--- src/rtl/ml_enc_64to6_pkg.sv ---
// Shared constants and state encoding for the 64-row match-line encoder.
package ml_enc_64to6_pkg;

  localparam int ML_ROWS   = 64;
  localparam int ML_ADDR_W = 6;

  typedef enum logic {
    ST_IDLE = 1'b0,
    ST_SCAN = 1'b1
  } ml_state_e;

  localparam bit SCAN_LO_FIRST = 1'b0;
  localparam bit SCAN_HI_FIRST = 1'b1;

endpackage

--- src/rtl/ml_enc_64to6_prio_enc_8to3.sv ---
// 8-to-3 priority encoder with selectable direction; the inverse of the 3-to-8 row decoder.
module prio_enc_8to3 (
  input  logic [7:0] req,
  input  logic       hi_first,
  output logic [2:0] idx,
  output logic       any
);

  always_comb begin
    idx = 3'd0;
    if (hi_first) begin
      for (int i = 0; i < 8; i++) begin
        if (req[i]) idx = 3'(i);
      end
    end else begin
      for (int i = 7; i >= 0; i--) begin
        if (req[i]) idx = 3'(i);
      end
    end
  end

  assign any = |req;

endmodule

--- src/rtl/ml_enc_64to6.sv ---
// Match-line encoder: captures an active-low 64-bit hit vector and streams
// the row address of every hit, one per handshake, in priority order.
//
//   state   | meaning
//   --------+-------------------------------------------------
//   ST_IDLE | no pending hits; waiting for load
//   ST_SCAN | pend non-zero; hit_addr/hit_last presented
module ml_enc_64to6
  import ml_enc_64to6_pkg::*;
#(
  parameter int ADDR_W   = ML_ADDR_W,
  parameter bit SCAN_DIR = SCAN_LO_FIRST
) (
  input  logic                   clk,
  input  logic                   rst_n,
  input  logic [(1<<ADDR_W)-1:0] match_n,
  input  logic                   load,
  input  logic                   abort,
  output logic                   busy,
  output logic                   hit_valid,
  input  logic                   hit_ready,
  output logic [ADDR_W-1:0]      hit_addr,
  output logic                   hit_last,
  output logic [ADDR_W:0]        hit_count,
  output logic                   multi_hit,
  output logic                   no_hit
);

  localparam int ROWS = 1 << ADDR_W;
  localparam logic [ROWS-1:0] ONE = 1;

  ml_state_e          state;
  logic [ROWS-1:0]    pend;
  logic [ROWS-1:0]    cap;
  logic [ADDR_W:0]    cap_cnt;
  logic [ADDR_W-1:0]  addr_q;
  logic [ADDR_W-1:0]  enc_addr;
  logic [7:0]         grp_any;
  logic [2:0]         grp_idx;
  logic [2:0]         off_idx;
  logic [7:0]         grp_bits;
  logic               any_grp;
  logic               any_off;
  logic               pend_single;
  logic               hs;
  logic               load_acc;
  logic               hi_first;

  assign hi_first = (SCAN_DIR == SCAN_HI_FIRST);
  assign cap      = ~match_n;

  always_comb begin
    cap_cnt = '0;
    for (int i = 0; i < ROWS; i++) begin
      cap_cnt = cap_cnt + (ADDR_W+1)'(cap[i]);
    end
  end

  always_comb begin
    grp_any = '0;
    for (int g = 0; g < 8; g++) begin
      grp_any[g] = |pend[g*8 +: 8];
    end
  end

  // Two-level encode: pick the winning group of 8, then the winning bit inside it.
  prio_enc_8to3 u_enc_grp (
    .req      (grp_any),
    .hi_first (hi_first),
    .idx      (grp_idx),
    .any      (any_grp)
  );

  assign grp_bits = pend[{grp_idx, 3'b000} +: 8];

  prio_enc_8to3 u_enc_off (
    .req      (grp_bits),
    .hi_first (hi_first),
    .idx      (off_idx),
    .any      (any_off)
  );

  assign enc_addr    = {grp_idx, off_idx};
  assign pend_single = any_grp & any_off & ((pend & (pend - ONE)) == '0);

  assign busy      = (state == ST_SCAN);
  assign hit_valid = busy;
  assign hit_last  = busy & pend_single;
  assign hit_addr  = busy ? enc_addr : addr_q;

  assign hs       = hit_valid & hit_ready;
  assign load_acc = load & ~abort & (~busy | (hs & hit_last));

  always_ff @(posedge clk or negedge rst_n) begin
    if (!rst_n) begin
      state     <= ST_IDLE;
      pend      <= '0;
      addr_q    <= '0;
      hit_count <= '0;
      multi_hit <= 1'b0;
      no_hit    <= 1'b0;
    end else begin
      no_hit <= 1'b0;
      if (busy) addr_q <= enc_addr;

      if (abort) begin
        pend  <= '0;
        state <= ST_IDLE;
      end else if (load_acc) begin
        pend      <= cap;
        hit_count <= cap_cnt;
        multi_hit <= (cap_cnt >= (ADDR_W+1)'(2));
        if (cap != '0) begin
          state <= ST_SCAN;
        end else begin
          state  <= ST_IDLE;
          no_hit <= 1'b1;
        end
      end else if (hs) begin
        pend <= pend & ~(ONE << enc_addr);
        if (hit_last) state <= ST_IDLE;
      end
    end
  end

endmodule

--- config.mk ---
export PLATFORM = sky130hd
export DESIGN_NAME = ml_enc_64to6
export DESIGN_NICKNAME = d
export VERILOG_FILES = /design/src/rtl/ml_enc_64to6_pkg.sv /design/src/rtl/ml_enc_64to6_prio_enc_8to3.sv /design/src/rtl/ml_enc_64to6.sv
export SDC_FILE = /design/constraint.sdc
export NUM_CORES = 1
export LEC_CHECK = 0
export CORE_ASPECT_RATIO = 1.4
export CORE_UTILIZATION = 54
export CTS_BUF_LIST = sky130_fd_sc_hd__clkbuf_8
export DETAILED_ROUTE_END_ITERATION = 10
export GPL_ROUTABILITY_DRIVEN = 0
export PLACE_DENSITY = 0.8
export REMOVE_ABC_BUFFERS = 1
export SYNTH_ARGS = -nofsm -noshare
export SYNTH_HDL_FRONTEND = slang
export SYNTH_SLANG_ARGS = --single-unit
--- constraint.sdc ---
create_clock -name clk -period 4.1 [get_ports clk]
set_input_delay 0.82 -clock clk [delete_from_list [all_inputs] [get_ports clk]]
set_output_delay 0.82 -clock clk [all_outputs]
set_load 0.01 [all_outputs]
==> flow_summary.ini, run 1 <==
[synth]
ys_warn_count = 0
ys_types = 77
synth_ff_type = dfrtp_1
synth_edf_count = 0
synthCells = 938
ys_ff_latch = 80
syn_avg_cell_area_sq_um = 8.41
synthesis.area_sq_um = 7890
seq_area_frac_synth = 0.254
async_reset_ff_frac = 1.00

[global_routing]
grt_pass1_vias = 14100
track_usage = 0.812
grt_pass1_wl_mm = 93.1
grt_max_degree = 55
overflow = 347

[placed_design]
dp.final_hpwl_mm = 29.4
portBuffers = 86
placement.setup.worst_slack_ps = -3620

[floorplanning]
initial_core_util = 0.559
die_w_um = 104
rows = 51
die_y_um = 145
ioPinCount = 87

[outcome]
status = stopped before the end
stop_stage = global routing (5_1_grt)
error = [ERROR GRT-0116] Global routing finished with congestion. Check the congestion regions in the DRC Viewer.

[clock_tree]
htree_levels = 3
clock-sinks = 80
clockRootBuffer = clkbuf_8
cts_buffers = 9
clock_path_buffers = 2
-- routing by layer --
metal  overflow  global-route usage
met5          0               0.173
met4        101               0.849
met3          3               0.619
met2        242                1.02
met1          1               0.794
-- synth_stat cells (all sizes together) (5+ instances only) --
cell type    n  area share
a211oi       9      0.0086
nor4        34       0.032
a21oi       40       0.026
nand3       23       0.015
a211o        5      0.0056
a31o         5      0.0056
nand4       56       0.045
o211ai      23       0.024
a21o         8      0.0076
nor2        60       0.029
and3         5      0.0040
clkbuf      44       0.021
a22oi        7      0.0067
a31oi       10      0.0079
o2111ai      8      0.0089
o2bb2ai     16       0.018
dfrtp       80        0.25
nor3        57       0.036
o211a        5      0.0063
mux2i        6      0.0076
buf         17       0.013
or4         12       0.012
fa          54        0.14
a221oi       6      0.0067
nand2       62       0.030
mux2        10       0.014
ha          16       0.025
or3         10      0.0079
o22ai        7      0.0056
o32ai       36       0.040
inv        122       0.058
o21ai       21       0.014
o31ai        5      0.0048
-- cells by family after synthesis --
family                   after synthesis  synth area share
AO/OA/AOI/OAI                        247             0.237
XOR/XNOR                               4           0.00444
adder cells (fa/ha/maj)               72             0.165
buffers and inverters                184            0.0925
flip-flops                            80             0.254
multiplexers                          16            0.0219
AND/OR/NAND/NOR                      335             0.226
-- timing repair --
action                     in CTS
hold buffers                    0
pin swaps                      82
buffers inserted               35
resized for setup             255
setup endpoints to repair      77
cloned                          4
-- per-stage QoR --
step / setup TNS (ps) / cell area (sq um) / hold slack, ps / std cells
after global placement: -26380 / 11200 / 461 / 1465
after detailed placement: -32250 / 11200 / 488 / 1465
after floorplan: -64480 / 7620 / 509 / 877
after CTS: -18420 / 12200 / 510 / 1518
==> run 2: changes to the inputs <==
CORE_ASPECT_RATIO = default   (was 1.4)
CORE_UTILIZATION = 40   (was 54)
CTS_BUF_LIST = default   (was sky130_fd_sc_hd__clkbuf_8)
PLACE_DENSITY = default   (was 0.8)
PLACE_DENSITY_LB_ADDON = 0.15   (was default)
clock period = 5.3 ns   (was 4.1 ns; I/O delays follow)
==> flow_summary.ini, run 2 <==
[clock_tree]
path_clk_slew_ps = 70
clockRootBuffer = clkbuf_16
cts_buffers = 9
holdBufCountCts = 0
clock-sinks = 80
htree_levels = 3
clock_latency_ps = 350
clock_path_buffers = 2
cts_tree = built

[routing]
drt_iter0_drc = 1193
viasPerCell = 6.31
routedWlPerCell_um = 24.0
vias = 8890
remaining_drc_errors = 0
wl_mm = 33.8
dr.pass1.iters = 5
postRouteAntennaNets = 0

[min_path]
hp-class = reg2reg
hold_end = addr_q[1]
whs_path_depth = 1
min_from = addr_q[1]

[timing]
period_needed_ps = 6830
max_freq_ghz = 0.147
setup_viol = 8
worst_slack_ps = -1530
hold_viol = 0
worst_slew_pin_slew_ps = 933
post-route-period-util = 1.29
hold_slack_ps = 486
final_max_slew_viol_count = 0
rsz0062_at_grt = yes
max-slew-margin-rel = 0.377
skew_ps = 7.71

[power]
power_density_nw_per_um2 = 844
p_leak_nw = 4.66
ir_drop_mv = 2.76

[worst_setup_path]
worst_path_max_delay_cell = fa_1
crit_fanout = 2
critPathArrivalTime_ps = 7070
worstSetupStartpointType = input pin
cp_top_family = adder cells
cp.required_ps = 5540
crit_start = match_n[61]
regToRegSetupSlack_ps = 690
timing.rr.start = pend[5]
crit_chain = clkdlybuf4s15_2, inv_2, fa_1, fa_1, fa_1, fa_1, fa_1, fa_2, fa_1, fa_1, ha_2, inv_2, fa_2, inv_2, a21oi_2, o21bai_2, xor2_1, nor2_1, nand3_1, or3_1, mux2_4
r2r_end = pend[51]
reg2reg_depth = 12
crit_type = in2reg
path_common_cell = fa_1
cp-end-kind = register
slowest_delay_ps = 590
cp.buffers_inverters = 4

[floorplanning]
core-area_sq_um = 19000
die_area_sq_um = 20300
rows = 50
die_y_um = 142
die_w_um = 142
initial_core_util = 0.415
ioPinCount = 87

[synth]
ys_warn_count = 0
synthesis.area_sq_um = 7890
synth_edf_count = 0
synthCells = 938
yosys.area.top_type_share = 0.254
ys_types = 77
async_reset_ff_frac = 1.00
seq_area_frac_synth = 0.254
yosys-top-cells-count = inv_1, dfrtp_1, nand2_1, nor2_1, nor3_1
synth_ff_type = dfrtp_1
synth_area_leader_cell = dfrtp_1
synthTopCellsByArea = dfrtp_1, fa_1, inv_1
yosysMostFrequentCell = inv_1
syn_avg_cell_area_sq_um = 8.41
ys_ff_latch = 80

[final_layout]
top_register = pend
area_delta_synth_final_pct = 34.5
diodes = 0
nFillCells = 1805
largest_reg_flops = 64
drive_gt1_frac = 0.287
final_area_sq_um = 10600
final_cell_count_no_fill = 1408
mostFrequentLayoutCell = buf_4
final_core_util = 0.558
final_nets = 1282
reg.largest.list = pend x64, hit_count x7, addr_q x6
layout.cells.most_common_list = buf_4, inv_1, dfrtp_1, nand2_1, nor2_1

[outcome]
violations = setup timing
status = complete, but fails checks

[flow_run]
maxCapViolCount = 0

[global_routing]
antenna_found_initial = 0
track_usage = 0.345
grt_pass1_vias = 8656
grt_max_degree = 57
grt_pass1_wl_mm = 51.5
overflow = 0

[placed_design]
place_inst = 1383
placed_cell_area_sq_um = 10000
dp.final_hpwl_mm = 26.8
portBuffers = 86
[run 2: cell counts after synthesis]
Identical to the previous run, type by type.
[run 2: power by group]
part           internal (W)  total, W  switching (W)  leakage [nW]
clock              0.000369  0.000643       0.000274         0.139
combinational       0.00407   0.00755        0.00347          3.47
sequential         0.000691  0.000761      0.0000700          1.05
[run 2: timing repair]
action | in CTS | in global routing
endpoints found under the hold margin | 0 | 0
gates resized for setup | 145 | 84
buffers inserted | 9 | 3
setup endpoints to repair | 12 | 12
pin swaps | 49 | 42
[run 2: layout make-up]
| type | instances | area [sq um] | area share |
|---|---|---|---|
| Inverter | 123 | 467 | 0.0440 |
| Tap cell | 260 | 325 | 0.0307 |
| Sequential cell | 80 | 2010 | 0.189 |
| Clock buffer | 9 | 225 | 0.0212 |
| Multi-Input combinational cell | 674 | 5430 | 0.511 |
| Clock inverter | 7 | 78.8 | 0.00743 |
| Timing Repair Buffer | 255 | 2080 | 0.196 |
[run 2: worst register-to-register path, stage by stage, from the launching register on]
cell and delay [ps]:
dfrtp_2 490, or4_4 590, nor4_4 270, buf_6 220
nand4_4 160, or4_1 500, a211o_1 300, or4b_1 520
nor4_4 500, a21oi_2 150, nand2_2 370, buf_12 260
o32ai_1 150
[run 2: per-layer routing]
layer | vias to the layer above | GRT usage | wire [um]
met4 | 0 | 0.178 | 1770
met3 | 112 | 0.0683 | 3500
met1 | 4260 | 0.464 | 13600
li1 | 3914 | - | -
met5 | - | 0 | 0
met2 | 604 | 0.525 | 15000
[run 2: worst max-delay path by stage]
stage                           end  slack, ps  cells after the start
after floorplan           multi_hit      -1570                     22
after global placement    multi_hit      -2270                     23
after detailed placement  multi_hit      -2380                     20
after CTS                 multi_hit      -1540                     23
after global routing      multi_hit      -1720                     21
final                     multi_hit      -1530                     21
[run 2: logic make-up (layout without fill, tap and decap cells)]
logic type | after synthesis | count (layout) | share of synthesized area
fa+ha+maj | 72 | 72 | 0.165
buf+inv | 184 | 394 | 0.0925
compound gates | 247 | 247 | 0.237
mux | 16 | 16 | 0.0219
simple gates | 335 | 335 | 0.226
xor+xnor | 4 | 4 | 0.00444
flops | 80 | 80 | 0.254
[run 2: stage by stage]
step	setup WS [ps]	power, W	TNS [ps]
5_1_grt	-1720	0.00980	-9240
3_5_place_dp	-2380	0.00664	-14430
6_report	-1530	0.00895	-7970
3_3_place_gp	-2270	0.00653	-13820
4_1_cts	-1540	0.00860	-8320
2_1_floorplan	-1570	0.00411	-7830
(Power assumes the default switching activity.)
==> run 3: changes to the inputs <==
MAX_ROUTING_LAYER = met4   (was default)
==> flow_summary.ini, run 3 (same netlist as run 2, synthesis figures left out) <==
[final_layout]
area_delta_synth_final_pct = 34.9
largest_reg_flops = 64
diodes = 0
top_register = pend
final_nets = 1282
drive_gt1_frac = 0.291
final_area_sq_um = 10600
layout.cells.most_common_list = buf_4, inv_1, dfrtp_1, nand2_1, nor2_1
reg.largest.list = pend x64, hit_count x7, addr_q x6
mostFrequentLayoutCell = buf_4

[routing]
viasPerCell = 6.32
remaining_drc_errors = 0
wl_mm = 33.9
vias = 8901
postRouteAntennaNets = 0
routedWlPerCell_um = 24.1
drt_iter0_drc = 1076
dr.pass1.iters = 5

[worst_setup_path]
cp.required_ps = 5540
crit_fanout = 2
reg2reg_depth = 12
cp_top_family = adder cells
cp.buffers_inverters = 4
critPathArrivalTime_ps = 7090
crit_type = in2reg
crit_start = match_n[21]
cp-end-kind = register
worstSetupStartpointType = input pin
timing.rr.start = pend[5]
regToRegSetupSlack_ps = 730
critical_path_depth = 21
crit_chain = clkdlybuf4s15_2, inv_1, fa_1, fa_2, fa_1, fa_1, fa_2, fa_2, fa_1, fa_1, ha_2, inv_2, fa_2, inv_2, a21oi_2, o21bai_2, xor2_1, nor2_1, nand3_1, or3_1, mux2_4
path_common_cell = fa_1
r2r_end = pend[51]
worst_path_max_delay_cell = fa_2
worstSetupEndpoint = multi_hit
slowest_delay_ps = 600

[timing]
max_freq_ghz = 0.146
period_needed_ps = 6850
skew_ps = 6.67
final_max_slew_viol_count = 0
hold_viol = 0
rsz0062_at_grt = yes
worst_slack_ps = -1550
hold_slack_ps = 484
max-slew-margin-rel = 0.383
setup_viol = 8
worst_slew_pin_slew_ps = 924
post-route-period-util = 1.29

[placed_design]
portBuffers = 86
dp.final_hpwl_mm = 26.8
placed_cell_area_sq_um = 10000
placement.setup.worst_slack_ps = -2380

[floorplanning]
initial_core_util = 0.415
rows = 50
die_w_um = 142
ioPinCount = 87
core-area_sq_um = 19000
die_y_um = 142
die_area_sq_um = 20300

[global_routing]
grt_max_degree = 57
antenna_found_initial = 0
grt_pass1_vias = 8606
track_usage = 0.355
grt_pass1_wl_mm = 51.5
overflow = 0

[flow_run]
maxCapViolCount = 0

[clock_tree]
clockRootBuffer = clkbuf_16
path_clk_slew_ps = 70
clock-sinks = 80
clock_latency_ps = 350
htree_levels = 3
cts_buffers = 9
clock_path_buffers = 2
holdBufCountCts = 0
cts_tree = built

[power]
swShare = 0.425
power.switching_w = 0.00393
ir_drop_mv = 2.91
p_seq_frac = 0.082
p_clk_frac = 0.070
p_int_w = 0.00532
combPwrFrac = 0.848
p_leak_nw = 4.66
power_density_nw_per_um2 = 869

[outcome]
status = complete, but fails checks
violations = setup timing

[min_path]
hp-class = reg2reg
==> run 3: per-layer routing <==
metal / part of all wire / track usage / vias up
met3: 0.10 / 0.0700 / 110
met1: 0.40 / 0.464 / 4281
met4: 0.048 / 0.178 / 0
met5: 0 / - / -
met2: 0.45 / 0.524 / 598
li1: - / - / 3912
==> run 3: per-stage QoR <==
step,instances,total power [W],setup TNS (ps),utilization
CTS,1407,0.00860,-8320,0.550
global route,1408,0.0100,-9220,0.559
detailed placement,1383,0.00664,-14430,0.527
global placement,1383,0.00653,-13820,0.527
finish,1408,0.00924,-8100,0.559
floorplan,877,0.00411,-7830,-
==> run 3: repair_timing <==
action,4_1_cts,5_1_grt
buffers inserted,9,3
pin swaps,49,43
hold endpoints to repair,0,0
endpoints found under the setup margin,12,12
resized for setup,145,88
==> run 3: how the worst min path moves through the flow <==
| stage | endpoint | start | depth (start not counted) | slack (ps) |
|---|---|---|---|---|
| detailed placement | addr_q[1] | addr_q[1] | 1 | 470 |
| global placement | addr_q[1] | addr_q[1] | 1 | 470 |
| global route | addr_q[1] | addr_q[1] | 1 | 510 |
| floorplan | addr_q[1] | addr_q[1] | 1 | 510 |
| finish | addr_q[1] | addr_q[1] | 1 | 480 |
| CTS | addr_q[1] | addr_q[1] | 1 | 490 |
==> run 3: area by class of cell <==
| cell class | instances | area, sq um |
|---|---|---|
| Inverter | 123 | 467 |
| Clock buffer | 9 | 225 |
| Clock inverter | 7 | 78.8 |
| Multi-Input combinational cell | 674 | 5450 |
| Tap cell | 260 | 325 |
| Timing Repair Buffer | 255 | 2090 |
| Fill cell | 1799 | 8380 |
| Sequential cell | 80 | 2010 |
==> run 3: power groups by stage <==
stage | clock network (W) | registers [W] | logic (W)
2_1_floorplan | 0 | 0.000763 | 0.00334
3_3_place_gp | 0 | 0.000761 | 0.00577
3_5_place_dp | 0 | 0.000762 | 0.00587
4_1_cts | 0.000651 | 0.000752 | 0.00720
5_1_grt | 0.000671 | 0.000766 | 0.00861
6_report | 0.000644 | 0.000761 | 0.00784
==> RTL change 1: new RTL, config.mk and constraints of run 3 <==
Make the reset (`rst_n`) synchronous in one clocked block.
--- a/src/rtl/ml_enc_64to6.sv
+++ b/src/rtl/ml_enc_64to6.sv
@@ -91,7 +91,7 @@
   assign hs       = hit_valid & hit_ready;
   assign load_acc = load & ~abort & (~busy | (hs & hit_last));
 
-  always_ff @(posedge clk or negedge rst_n) begin
+  always_ff @(posedge clk) begin
     if (!rst_n) begin
       state     <= ST_IDLE;
       pend      <= '0;
Check against the original RTL: not equivalent (a bounded check fails within 4 cycles, from zero or initial values and one cycle with rst_n low; the reset may be asserted at any time).
==> RTL change 1 against run 3 <==
- the run still ends with negative setup slack left
- worst setup slack better by 300 ps
- sequential share of layout area is 2.6 points lower
- design area fell by 7.3%
- combinational power increased by 2%
- routed wire length is 4.1% lower
- sequential power is 12% lower
- sequential cell count did not move
- synthesized area is 6.9% lower
- total power rose by 0.90%
- critical path depth fell by 1
- largest cell class unchanged
- highest routed layer unchanged
==> RTL change 1: results (changes against run 3) <==
SYNTH
----------------------------------------------------------------------------------
Compound-gate portion of the synthesized area .......................        26.9%   +3.2 points
Post-Synth Adder-Cell Area ..........................................        17.6%   +1.1 points
Mux share of post-synthesis cell area ...............................       0.562%   -1.6 points
Synth Area in XOR/XNOR ..............................................       0.477%   +0.033 points
Synthesized area per cell ...........................................    7.95 um^2   -5.4%
Async SR Flop Fraction ..............................................           0%   -100 points
Top cell types by occurrence after synthesis ........................ sky130_fd_sc_hd__inv_1 (129), sky130_fd_sc_hd__nand2_1 (89), sky130_fd_sc_hd__dfxtp_1 (80)
Number of different library cells in the post-synthesis netlist .....           91   +18%
Most area-consuming cells after synthesis ........................... sky130_fd_sc_hd__dfxtp_1 (22%), sky130_fd_sc_hd__fa_1 (15%), sky130_fd_sc_hd__inv_1 (6.6%)

OUTCOME
----------------------------------------------------------------------------------
Violated checks ..................................................... negative setup slack
Result of the run ................................................... finished with violations

GLOBAL ROUTE
----------------------------------------------------------------------------------
First-pass GRT wire length ..........................................     48800 um   -5.3%
Overall global routing resource usage ...............................        36.6%   +1.1 points
Largest net degree at the start of global routing ...................           42   -26%
Via count of the first global-routing pass ..........................         8164   -5.1%

WORST HOLD PATH
----------------------------------------------------------------------------------
Worst hold path depth ...............................................            2   +1
Min-Delay Startpoint ................................................ hit_count[3]
Worst min-delay path endpoint ....................................... hit_count[3]

DRT
----------------------------------------------------------------------------------
Router iterations before antenna repair .............................            9   +4
Number of DRC markers after the initial detailed-route iteration ....         1268   +18%
Vias per cell .......................................................         6.30   -0.34%
Avg WL per Cell .....................................................      23.7 um   -1.4%
Post-detailed-routing wire length ...................................     32500 um   -4.1%

STA
----------------------------------------------------------------------------------
Total Neg Setup Slack ...............................................     -8010 ps   +89.8 ps
Final worst-path setup slack ........................................     -1250 ps   +295 ps
Number of endpoints failing setup at the final stage ................            8   unchanged
Post-route worst hold slack .........................................       450 ps   -34.0 ps
Clock Skews .........................................................      9.30 ps   +2.63 ps

CRITICAL PATH
----------------------------------------------------------------------------------
Critical-path top delay cell ........................................ sky130_fd_sc_hd__fa_1
Worst r2r dst .......................................................     pend[48]
Path depth of the worst reg2reg path ................................           15   +3
Flop-to-flop setup slack ............................................       920 ps   +190 ps
Capturing element of the worst setup path ...........................    multi_hit
Arrival time at the worst endpoint ..................................      6800 ps   -290 ps
Cell class contributing the biggest share of worst-path delay .......  adder cells
Startpoint of the most critical register-to-register path ...........     pend[12]

PLACED DESIGN
----------------------------------------------------------------------------------
Placed Cells incl. Taps .............................................         1342   -3.0%
Placement Setup Slack ...............................................     -2100 ps   +280 ps
Placement-stage cell area ...........................................    9390 um^2   -6.4%
HPWL after detailed placement .......................................     26000 um   -3.2%

POWER AND IR DROP
----------------------------------------------------------------------------------
IR drop worst, VDD ..................................................      2.92 mV   +0.10%
Leakage power total .................................................      4.14 nW   -11%

LAYOUT
----------------------------------------------------------------------------------
Share of final-layout standard cells stronger than drive strength 1 .        25.2%   -3.9 points

CLOCK TREE
----------------------------------------------------------------------------------
Number of post-CTS setup repair buffers .............................            3   -6

-- RTL change 1: cell count changes after synthesis, sizes merged, moves of 14 or more --
cell     before  now
nor3         57   29
nand2        62   90
clkbuf       44   22
dfrtp        80    0
nand4        56   40
o2bb2ai      16    2
o22ai         7   37
o32ai        36    6
dfxtp         0   80
-- RTL change 1: layout make-up --
cell class	instances	area, um^2
clock buffer	10	229
clock inverter	6	93.8
fill	1738	8100
inverter	129	484
multi-input combinational	671	5200
sequential	80	1600
tap	229	287
timing repair buffer	244	1970
-- RTL change 1: power by group --
group	switching, mW	internal (mW)	leakage [nW]
logic	3.69	4.27	3.34
registers	0.0284	0.642	0.649
clock network	0.279	0.416	0.153
total	4.00	5.33	4.14
-- RTL change 1: layer usage --
metal	vias up	part of all wire, %	track usage [%]	wire [um]
met4	0	5.7	15.8	1860
li1	3799	-	-	-
met2	672	43	54.2	14000
met3	151	12	6.36	4020
met1	4003	39	48.9	12600
met5	-	0	-	0
==> RTL change 2: new RTL, flow settings as in run 3 <==
Without the edit above. Put one more register stage on the output `hit_count`. The value now appears one clock later. The other outputs are not delayed to match.
--- a/src/rtl/ml_enc_64to6.sv
+++ b/src/rtl/ml_enc_64to6.sv
@@ -28,6 +28,8 @@
 
   localparam int ROWS = 1 << ADDR_W;
   localparam logic [ROWS-1:0] ONE = 1;
+
+  logic [ADDR_W:0] hit_count_s0;
 
   ml_state_e          state;
   logic [ROWS-1:0]    pend;
@@ -96,7 +98,7 @@
       state     <= ST_IDLE;
       pend      <= '0;
       addr_q    <= '0;
-      hit_count <= '0;
+      hit_count_s0 <= '0;
       multi_hit <= 1'b0;
       no_hit    <= 1'b0;
     end else begin
@@ -108,7 +110,7 @@
         state <= ST_IDLE;
       end else if (load_acc) begin
         pend      <= cap;
-        hit_count <= cap_cnt;
+        hit_count_s0 <= cap_cnt;
         multi_hit <= (cap_cnt >= (ADDR_W+1)'(2));
         if (cap != '0) begin
           state <= ST_SCAN;
@@ -123,5 +125,9 @@
     end
   end
 
+  always_ff @(posedge clk) begin
+    hit_count <= hit_count_s0;
+  end
+
 endmodule
 
Function: changed (a bounded check fails within 4 cycles, from zero or initial values and one cycle with rst_n low).
==> RTL change 2 against run 3 <==
- non-clock buffer count decreased by 43
- hold slack got worse by 120 ps
- design area decreased by 10%
- worst setup slack improved by 430 ps
- clock power about the same
- routed wire length decreased by 18%
- register-to-register slack improved by 20 ps
- largest cell class unchanged
- synthesized area decreased by 7.1%
- sequential cell count increased by 7
- the run still ends with negative setup slack left
- die area decreased by 7.0%
- total power decreased by 6.1%
- largest power group unchanged
- synthesized cell count decreased by 12%
==> RTL change 2: results (changes against run 3) <==
SYNTH
-------------------------------------------------------------------------------
Synth Area in XOR/XNOR ...........................................       0.478%   +0.034 points
Compound-gate portion of the synthesized area ....................        22.6%   -1.1 points
Sequential-to-total area share from yosys stat ...................        29.2%   +3.9 points
Mux share of post-synthesis cell area ............................        2.02%   -0.17 points
Async SR Flop Fraction ...........................................        92.0%   -8.0 points
Top cell types by occurrence after synthesis ..................... sky130_fd_sc_hd__inv_1 (107), sky130_fd_sc_hd__dfrtp_1 (80), sky130_fd_sc_hd__fa_1 (54)
Most area-consuming cells after synthesis ........................ sky130_fd_sc_hd__dfrtp_1 (27%), sky130_fd_sc_hd__fa_1 (15%), sky130_fd_sc_hd__inv_1 (5.5%)
Post-Synth Adder-Cell Area .......................................        18.2%   +1.7 points

DRT
-------------------------------------------------------------------------------
Post-detailed-routing wire length ................................     27800 um   -18%
Via total after detailed routing .................................         7613   -14%
Number of DRC markers after the initial detailed-route iteration .          759   -29%

STA
-------------------------------------------------------------------------------
Post-route worst hold slack ......................................       366 ps   -117 ps
Number of endpoints failing setup at the final stage .............            8   unchanged
Transition time at the pin with the least slew margin ............      1230 ps   +304 ps
Final worst-path setup slack .....................................     -1120 ps   +429 ps

WORST HOLD PATH
-------------------------------------------------------------------------------
Worst hold path depth ............................................            0   -1
Worst min-delay path endpoint .................................... hit_count[0]

OUTCOME
-------------------------------------------------------------------------------
Violated checks .................................................. negative setup slack
Result of the run ................................................ finished with violations

LAYOUT
-------------------------------------------------------------------------------
Multi-input gate share of total cell area ........................        49.4%   -1.8 points
Leading registers by flop count .................................. pend (64), hit_count (7), hit_count_s0 (7)
Number of clock-tree buffers in the layout .......................           11   +2
Count of plain and timing-repair buffers in the layout ...........          212   -17%
#MultiIn Comb ....................................................          589   -13%

POWER AND IR DROP
-------------------------------------------------------------------------------
IR drop worst, VDD ...............................................      2.40 mV   -17%

CRITICAL PATH
-------------------------------------------------------------------------------
Critical-path top delay cell ..................................... sky130_fd_sc_hd__fa_1
Flop-to-flop setup slack .........................................       750 ps   +20 ps
Startpoint of the worst setup timing path ........................  match_n[43]
Startpoint of the most critical register-to-register path ........     pend[10]
Worst r2r dst ....................................................     pend[14]
Arrival time at the worst endpoint ...............................      6670 ps   -420 ps

GLOBAL ROUTE
-------------------------------------------------------------------------------
Largest net degree at the start of global routing ................           55   -3.5%
Via count of the first global-routing pass .......................         7282   -15%
First-pass GRT wire length .......................................     42300 um   -18%
Overall global routing resource usage ............................        31.9%   -3.7 points

PLACED DESIGN
-------------------------------------------------------------------------------
HPWL after detailed placement ....................................     22500 um   -16%

[RTL change 2: report_power, final]
part           switching (mW)  internal, mW
clock network           0.295         0.350
registers              0.0954         0.778
logic                    3.20          3.96
[RTL change 2: routing by layer]
metal	up-vias	global-route usage [%]	wire length, um
li1	3378	-	-
met1	3699	43.0	11600
met2	467	48.5	12900
met3	69	5.04	2410
met4	0	11.5	896
met5	-	-	0
[RTL change 2: metrics by stage]
stage | std cells | setup TNS (ps) | util (%)
after floorplan | 783 | -7500 | -
final | 1240 | -7110 | 53.3
after CTS | 1239 | -7980 | 52.8
after global placement | 1216 | -13090 | 51.0
after detailed placement | 1216 | -13390 | 51.0
after global routing | 1240 | -8670 | 53.3
[RTL change 2: critical path, delay by kind of cell]
family	cells	cell delay (ps)
simple gates	2	280
compound gates	2	280
buf+inv	6	420
xor+xnor	1	140
fa+ha+maj	10	4470
[RTL change 2: repair_timing]
action                     4_1_cts  5_1_grt
resized for setup              109       74
pin swaps                       47       42
setup buffers                    7        1
setup endpoints to repair        8       12
